[src/rtl/cia_pkg.sv]
// -----------------------------------------------------------------------------
// cia_pkg
// Shared constants and types for the pipelined carry-increment adder.
//   CIA_WIDTH : full operand width (even)
//   CIA_HALF  : block width, one half of the operand
//   half_t    : one half-width block of an operand or sum
// -----------------------------------------------------------------------------
package cia_pkg;

    localparam int CIA_WIDTH = 32;
    localparam int CIA_HALF  = CIA_WIDTH / 2;

    typedef logic [CIA_HALF-1:0] half_t;

endpackage : cia_pkg

[src/rtl/cia32_pipe_if.sv]
// -----------------------------------------------------------------------------
// cia32_pipe_if
// Operand / result handshake bundle for cia32_pipe.
//   in_valid, a, b, cin   : operand beat offered by the producer
//   in_ready              : adder can take the operand beat this cycle
//   out_valid, sum, cout  : result beat offered to the consumer
//   out_ready             : consumer takes the result beat this cycle
//   ovf                   : signed overflow, only when CIA_OVF_EN is defined
// Modports: master = producer/consumer side, slave = the adder.
// Optional feature macro: CIA_OVF_EN
// -----------------------------------------------------------------------------
interface cia32_pipe_if;
    import cia_pkg::*;

    logic                 in_valid;
    logic                 in_ready;
    logic [CIA_WIDTH-1:0] a;
    logic [CIA_WIDTH-1:0] b;
    logic                 cin;
    logic                 out_valid;
    logic                 out_ready;
    logic [CIA_WIDTH-1:0] sum;
    logic                 cout;
`ifdef CIA_OVF_EN
    logic                 ovf;

    modport master (
        output in_valid, a, b, cin, out_ready,
        input  in_ready, out_valid, sum, cout, ovf
    );
    modport slave (
        input  in_valid, a, b, cin, out_ready,
        output in_ready, out_valid, sum, cout, ovf
    );
`else
    modport master (
        output in_valid, a, b, cin, out_ready,
        input  in_ready, out_valid, sum, cout
    );
    modport slave (
        input  in_valid, a, b, cin, out_ready,
        output in_ready, out_valid, sum, cout
    );
`endif

endinterface : cia32_pipe_if

[src/rtl/incr16.sv]
// -----------------------------------------------------------------------------
// incr16
// Combinational half-width incrementer used to fold the low-half carry into
// the upper-half partial sum.
//   a    in  : half-width value
//   cin  in  : increment enable (adds 1 when set)
//   sum  out : a + cin, modulo 2^CIA_HALF
//   cout out : carry out, only possible when a is all ones
// -----------------------------------------------------------------------------
module incr16
    import cia_pkg::*;
(
    input  half_t a,
    input  logic  cin,
    output half_t sum,
    output logic  cout
);

    assign sum  = a + half_t'(cin);
    assign cout = (&a) & cin;

endmodule : incr16

[src/rtl/cia32_pipe.sv]
// -----------------------------------------------------------------------------
// cia32_pipe
// Two-stage pipelined carry-increment adder for the ALU32 datapath.
//   Stage 1 registers the low-half sum with its carry and the upper-half
//   partial sum computed with no carry in.
//   Stage 2 folds the low-half carry into the upper half with incr16.
// Ports:
//   clk    in : rising-edge clock
//   rst_n  in : asynchronous active-low reset
//   bus       : cia32_pipe_if.slave (valid/ready operand and result beats)
// Optional feature macro: CIA_OVF_EN adds the registered signed overflow flag.
// Latency is two cycles from operand transfer to out_valid; one beat per cycle.
// -----------------------------------------------------------------------------
module cia32_pipe
    import cia_pkg::*;
(
    input logic         clk,
    input logic         rst_n,
    cia32_pipe_if.slave bus
);

    logic adv1;
    logic adv2;
    logic xfer;

    logic vld_p1_q;
    logic vld_p2_q;

    half_t lo_sum_p1_q, lo_sum_p1_d;
    half_t hi_sum0_p1_q, hi_sum0_p1_d;
    logic  c_lo_p1_q, c_lo_p1_d;
    logic  c_hi0_p1_q, c_hi0_p1_d;

    logic [CIA_WIDTH-1:0] sum_p2_q, sum_p2_d;
    logic                 cout_p2_q, cout_p2_d;

    half_t hi_inc;
    logic  inc_cout;

`ifdef CIA_OVF_EN
    logic sa_p1_q, sb_p1_q;
    logic ovf_p2_q, ovf_p2_d;
`endif

    // A stage may advance when it is empty or the stage after it drains,
    // so a full pipe can drain and accept in the same cycle.
    assign adv2 = !vld_p2_q || bus.out_ready;
    assign adv1 = !vld_p1_q || adv2;
    assign xfer = bus.in_valid && adv1;

    assign bus.in_ready  = adv1;
    assign bus.out_valid = vld_p2_q;
    assign bus.sum       = sum_p2_q;
    assign bus.cout      = cout_p2_q;
`ifdef CIA_OVF_EN
    assign bus.ovf       = ovf_p2_q;
`endif

    // ---- stage 1: independent half sums -------------------------------------
    always_comb begin
        {c_lo_p1_d, lo_sum_p1_d} = {1'b0, bus.a[CIA_HALF-1:0]}
                                 + {1'b0, bus.b[CIA_HALF-1:0]}
                                 + {{CIA_HALF{1'b0}}, bus.cin};
        {c_hi0_p1_d, hi_sum0_p1_d} = {1'b0, bus.a[CIA_WIDTH-1:CIA_HALF]}
                                   + {1'b0, bus.b[CIA_WIDTH-1:CIA_HALF]};
    end

    // ---- stage 2: carry increment of the upper half -------------------------
    incr16 u_incr16 (
        .a    (hi_sum0_p1_q),
        .cin  (c_lo_p1_q),
        .sum  (hi_inc),
        .cout (inc_cout)
    );

    // hi_sum0 all ones implies c_hi0 is clear, so the two carries never
    // both fire and an OR is an exact carry out.
    always_comb begin
        sum_p2_d  = {hi_inc, lo_sum_p1_q};
        cout_p2_d = c_hi0_p1_q | inc_cout;
`ifdef CIA_OVF_EN
        ovf_p2_d  = (sa_p1_q == sb_p1_q) && (hi_inc[CIA_HALF-1] != sa_p1_q);
`endif
    end

    always_ff @(posedge clk or negedge rst_n) begin
        if (!rst_n) begin
            vld_p1_q     <= 1'b0;
            lo_sum_p1_q  <= '0;
            hi_sum0_p1_q <= '0;
            c_lo_p1_q    <= 1'b0;
            c_hi0_p1_q   <= 1'b0;
            vld_p2_q     <= 1'b0;
            sum_p2_q     <= '0;
            cout_p2_q    <= 1'b0;
`ifdef CIA_OVF_EN
            sa_p1_q      <= 1'b0;
            sb_p1_q      <= 1'b0;
            ovf_p2_q     <= 1'b0;
`endif
        end else begin
            if (adv1) begin
                vld_p1_q <= bus.in_valid;
                if (xfer) begin
                    lo_sum_p1_q  <= lo_sum_p1_d;
                    hi_sum0_p1_q <= hi_sum0_p1_d;
                    c_lo_p1_q    <= c_lo_p1_d;
                    c_hi0_p1_q   <= c_hi0_p1_d;
`ifdef CIA_OVF_EN
                    sa_p1_q      <= bus.a[CIA_WIDTH-1];
                    sb_p1_q      <= bus.b[CIA_WIDTH-1];
`endif
                end
            end
            if (adv2) begin
                vld_p2_q <= vld_p1_q;
                if (vld_p1_q) begin
                    sum_p2_q  <= sum_p2_d;
                    cout_p2_q <= cout_p2_d;
`ifdef CIA_OVF_EN
                    ovf_p2_q  <= ovf_p2_d;
`endif
                end
            end
        end
    end

endmodule : cia32_pipe

[src/flat_wrapper.sv]
// flat-port wrapper written by rule: the top's interface ports become plain ports
module cia32_pipe_flat import cia_pkg::*;
  (clk, rst_n, bus_in_valid, bus_a, bus_b, bus_cin, bus_out_ready, bus_in_ready, bus_out_valid, bus_sum, bus_cout);
  cia32_pipe_if bus_i ();
  input logic clk;
  input logic rst_n;
  input wire logic [$bits(bus_i.in_valid)-1:0] bus_in_valid;
  input wire logic [$bits(bus_i.a)-1:0] bus_a;
  input wire logic [$bits(bus_i.b)-1:0] bus_b;
  input wire logic [$bits(bus_i.cin)-1:0] bus_cin;
  input wire logic [$bits(bus_i.out_ready)-1:0] bus_out_ready;
  output wire logic [$bits(bus_i.in_ready)-1:0] bus_in_ready;
  output wire logic [$bits(bus_i.out_valid)-1:0] bus_out_valid;
  output wire logic [$bits(bus_i.sum)-1:0] bus_sum;
  output wire logic [$bits(bus_i.cout)-1:0] bus_cout;
  assign bus_i.in_valid = bus_in_valid;
  assign bus_i.a = bus_a;
  assign bus_i.b = bus_b;
  assign bus_i.cin = bus_cin;
  assign bus_i.out_ready = bus_out_ready;
  assign bus_in_ready = bus_i.in_ready;
  assign bus_out_valid = bus_i.out_valid;
  assign bus_sum = bus_i.sum;
  assign bus_cout = bus_i.cout;
  cia32_pipe u_core (.clk(clk), .rst_n(rst_n), .bus(bus_i));
endmodule
[config.mk]
export PLATFORM = sky130hd
export DESIGN_NAME = cia32_pipe_flat
export DESIGN_NICKNAME = d
export VERILOG_FILES = /design/src/rtl/cia_pkg.sv /design/src/rtl/cia32_pipe_if.sv /design/src/rtl/incr16.sv /design/src/rtl/cia32_pipe.sv /design/src/flat_wrapper.sv
export SDC_FILE = /design/constraint.sdc
export NUM_CORES = 1
export LEC_CHECK = 0
export ABC_AREA = 1
export BUFFER_PORTS_ARGS = -buffer_cell sky130_fd_sc_hd__buf_2
export CORE_MARGIN = 2
export CORE_UTILIZATION = 50
export DETAILED_ROUTE_END_ITERATION = 6
export PLACE_DENSITY = 0.74
export SLEW_MARGIN = 10
export SYNTH_ARGS = -nofsm -noshare
export SYNTH_HDL_FRONTEND = slang
export SYNTH_HIERARCHICAL = 1
export SYNTH_SLANG_ARGS = --single-unit
[constraint.sdc]
create_clock -name clk -period 2.2 [get_ports clk]
set_clock_uncertainty 0.2 [all_clocks]
set_input_delay 0.11 -clock clk [delete_from_list [all_inputs] [get_ports clk]]
set_output_delay 0.11 -clock clk [all_outputs]
set_load 0.02 [all_outputs]
==> metrics.md <==
| Metric | Value |
|---|---|
| Status | `finished clean` |
| Post-Syn Area | `4970 sq um` |
| Post-CTS Resized | `0` |
| Worst-case reg-to-reg path depth | `9` |
| Max_cap viols | `0` |
| Fillcell total | `between 900 and 1000` |
| Initial core utilization | `about half` |
| CTS tree | `yes` |
| Clk root buf | `clkbuf_8` |
| Rows | `36` |
| Depth of the CTS H-tree | `3` |
| Via count | `between 4000 and 5000` |
| Critical Path Source Type | `primary input` |
| Setup Buffers After CTS | `0` |
| Clock Sink Count | `69` |
| Worst-margin pin slew | `501 ps` |
| Dpl cell area | `approximately 5600 sq um` |
| GRT Util Overall | `a little over a fifth` |
| EDFF count, synth | `0` |
| Initial antenna violation count | `0` |
| Post-DP HPWL | `8.78 mm` |
| Pin count of the biggest net entering global routing | `36` |
| Worst hold slack | `23.9 ps` |
| Via density | `4.80` |
| Global-route wire length before repair | `19.4 mm` |
| Share of layout cells above drive strength 1 | `22.7%` |
| Post-route DRC | `0` |
| Slew HR | `roughly two thirds` |
| CTS Buf Count | `9` |
| Area of the core | `9730 sq um` |
| Vert. Die Dim | `about 100 microns` |
| Iteration-0 DRC count of the detailed router | `261` |
| Full die area | `10800 sq um` |
| First drt pass iteration count | `5` |
| I/O pins | `104` |
| Final Wtd Congestion | `about 0.90` |
| DR WL/cell | `11.4 microns` |
| Area of the multi-input gates | `~2800 sq um` |
| Hold Crit Class | `in2reg` |
| WL final | `11.1 mm` |
| Vias in the first global route | `4314` |
| Most used DFF post-synth | `dfrtp_1` |
| Yosys warns | `6` |
| Top achievable clock speed | `486 MHz` |
| Final setup TNS | `0 ps` |
| Share of the yosys chip area belonging to registers | `34.7%` |
| Setup crit end kind | `flop` |
| Hold path start | `bus_b[2]` |
| PD cells | `780 nW/um^2` |
| Post-synthesis cell count | `between 700 and 800` |
| Post-route clock period utilization | `between 90 and 100%` |
| Final antenna-violating net count | `0` |
| Die Width | `104 microns` |
| Deepest clock path buffer count | `2` |
| Async SR Flop Fraction | `100%` |
| Hold path cells | `5` |
| Worst skew pair latency | `340 ps` |
| Syn Area/Cell | `between 6 and 7 sq um` |
| Yosys cell types | `34` |
| R2R Path Start | `u_core/hi_sum0_p1_q[0]` |
| Crit Path Category | `in2reg` |
| Leak | `3.39 nW` |
| Design area | `5940 sq um` |
| Clock period minus worst slack | `2060 ps` |
| Syn nets | `between 800 and 900` |
| RSZ-0062 raised after global routing | `false` |
| Crit path launch | `bus_b[16]` |
| Worst R2R Setup Slack | `between 400 and 500 ps` |
| Final setup violation count | `0` |
| Required @ worst endpoint | `2240 ps` |
| Crit path max fanout | `2` |
| WP data arrival | `approximately 2100 ps` |
| Total gr overflow | `0` |
| Final Hold Vio Count | `0` |
| Max-slew violations | `0` |
| Area delta synth->final | `19.3%` |
| Post-layout net count | `between 900 and 1000` |
| Max VDD drop | `0.000451 V` |
| Clock-pin slew on the worst setup and hold paths | `about 70 ps` |
| N_diodes | `0` |
| PortBufs | `103` |
| Synth Register Bits | `69` |
| FF+latch area | `1730 sq um` |
-- layout by cell type (no fill, tap or decap), types with 8 or more instances in the layout --
| cell | instances |
|---|---|
| a21oi_1 | 19 |
| buf_2 | 103 |
| clkbuf_8 | 9 |
| dfrtp_1 | 69 |
| dlygate4sd3_1 | 10 |
| ha_1 | 34 |
| inv_1 | 73 |
| inv_2 | 13 |
| nand2_1 | 316 |
| nand2_2 | 18 |
| nand3_1 | 35 |
| nor2_1 | 30 |
| nor2_2 | 8 |
| o21ai_0 | 13 |
| xnor2_1 | 8 |
-- synthesized netlist by cell type (2+ instances only) --
master | n | area, sq um
buf_2 | 8 | 40.0
and2_4 | 2 | 17.5
inv_2 | 13 | 48.8
a21oi_2 | 2 | 17.5
dfrtp_1 | 69 | 1730
nor2_2 | 8 | 50.1
nand3_1 | 35 | 175
or2_0 | 4 | 25.0
fa_1 | 3 | 60.1
nor2_4 | 3 | 33.8
nand4_1 | 6 | 37.5
inv_1 | 73 | 274
xnor2_1 | 8 | 70.1
nor3_2 | 7 | 70.1
xor2_1 | 5 | 43.8
nand3b_1 | 7 | 52.6
nor2_1 | 30 | 113
o21ai_0 | 13 | 65.1
and2_1 | 2 | 12.5
or2_1 | 4 | 25.0
ha_1 | 34 | 425
nand2_2 | 18 | 113
buf_4 | 4 | 30.0
nand2_1 | 316 | 1190
a21oi_1 | 19 | 95.1
nand3_2 | 7 | 70.1
o21ai_1 | 7 | 35.0
-- through the flow --
stage / cells / worst slack (ps) / utilization (%) / power [mW]
after floorplan: 714 / 368 / - / 3.06
after global placement: 944 / 153 / 58.1 / 3.60
after detailed placement: 944 / 100 / 58.1 / 3.64
after CTS: 969 / 168 / 61.0 / 4.67
after global routing: 969 / 6.31 / 61.0 / 5.00
final: 969 / 142 / 61.0 / 4.63
-- final timing paths --
check / end
min: u_core/lo_sum_p1_q[2]
max: u_core/hi_sum0_p1_q[1]
min in group asynchronous: u_core/hi_sum0_p1_q[3]
max reg2reg: u_core/bus.sum[30]
max in group asynchronous: u_core/bus.sum[31]
min reg2reg: u_core/bus.sum[12]
-- cell type report --
type	count	share of cell area (%)
Tap cell	133	2.80
Sequential cell	69	29.1
Multi-Input combinational cell	545	48.0
Clock buffer	9	2.09
Timing Repair Buffer	120	11.5
Clock inverter	6	1.08
Inverter	87	5.50
-- cell families after synthesis --
| kind of cell | share of synthesized area [%] |
|---|---|
| flops | 34.7 |
| buf+inv | 8.05 |
| compound gates | 4.45 |
| simple gates | 40.7 |
| fa+ha+maj | 9.76 |
| xor+xnor | 2.29 |
-- critical path: stages --
cell and delay, ps:
dlygate4sd3_1 530, buf_2 120, ha_1 200, fa_1 440
dlygate4sd3_1 570, nand2_1 70, nand2_1 50
-- power by group --
group	internal [mW]	switching [mW]	total [mW]
sequential	1.62	0.254	1.88
clock	0.516	0.473	0.990
combinational	0.644	1.12	1.77
total	2.78	1.85	4.63
-- per-layer routing --
layer | wire, microns | global-route usage [%]
met1 | 5460 | 30.4
met2 | 4990 | 34.5
met3 | 513 | 4.28
met4 | 106 | 4.54
met5 | 0 | 0
-- registers in the layout, indices dropped and copies added, names as in the netlist --
register / cells
u_core/c_lo_p1_q: 1
u_core/hi_sum0_p1_q: 16
u_core/bus.cout: 1
u_core/c_hi0_p1_q: 1
u_core/bus.sum: 32
u_core/lo_sum_p1_q: 16
u_core/vld_p1_q: 1
u_core/bus.out_valid: 1
-- what timing repair did --
item / 4_1_cts / 5_1_grt
setup endpoints to repair: 0 / 0
hold buffers: 10 / 0
hold endpoints to repair: 75 / 0
(Power assumes the default switching activity.)
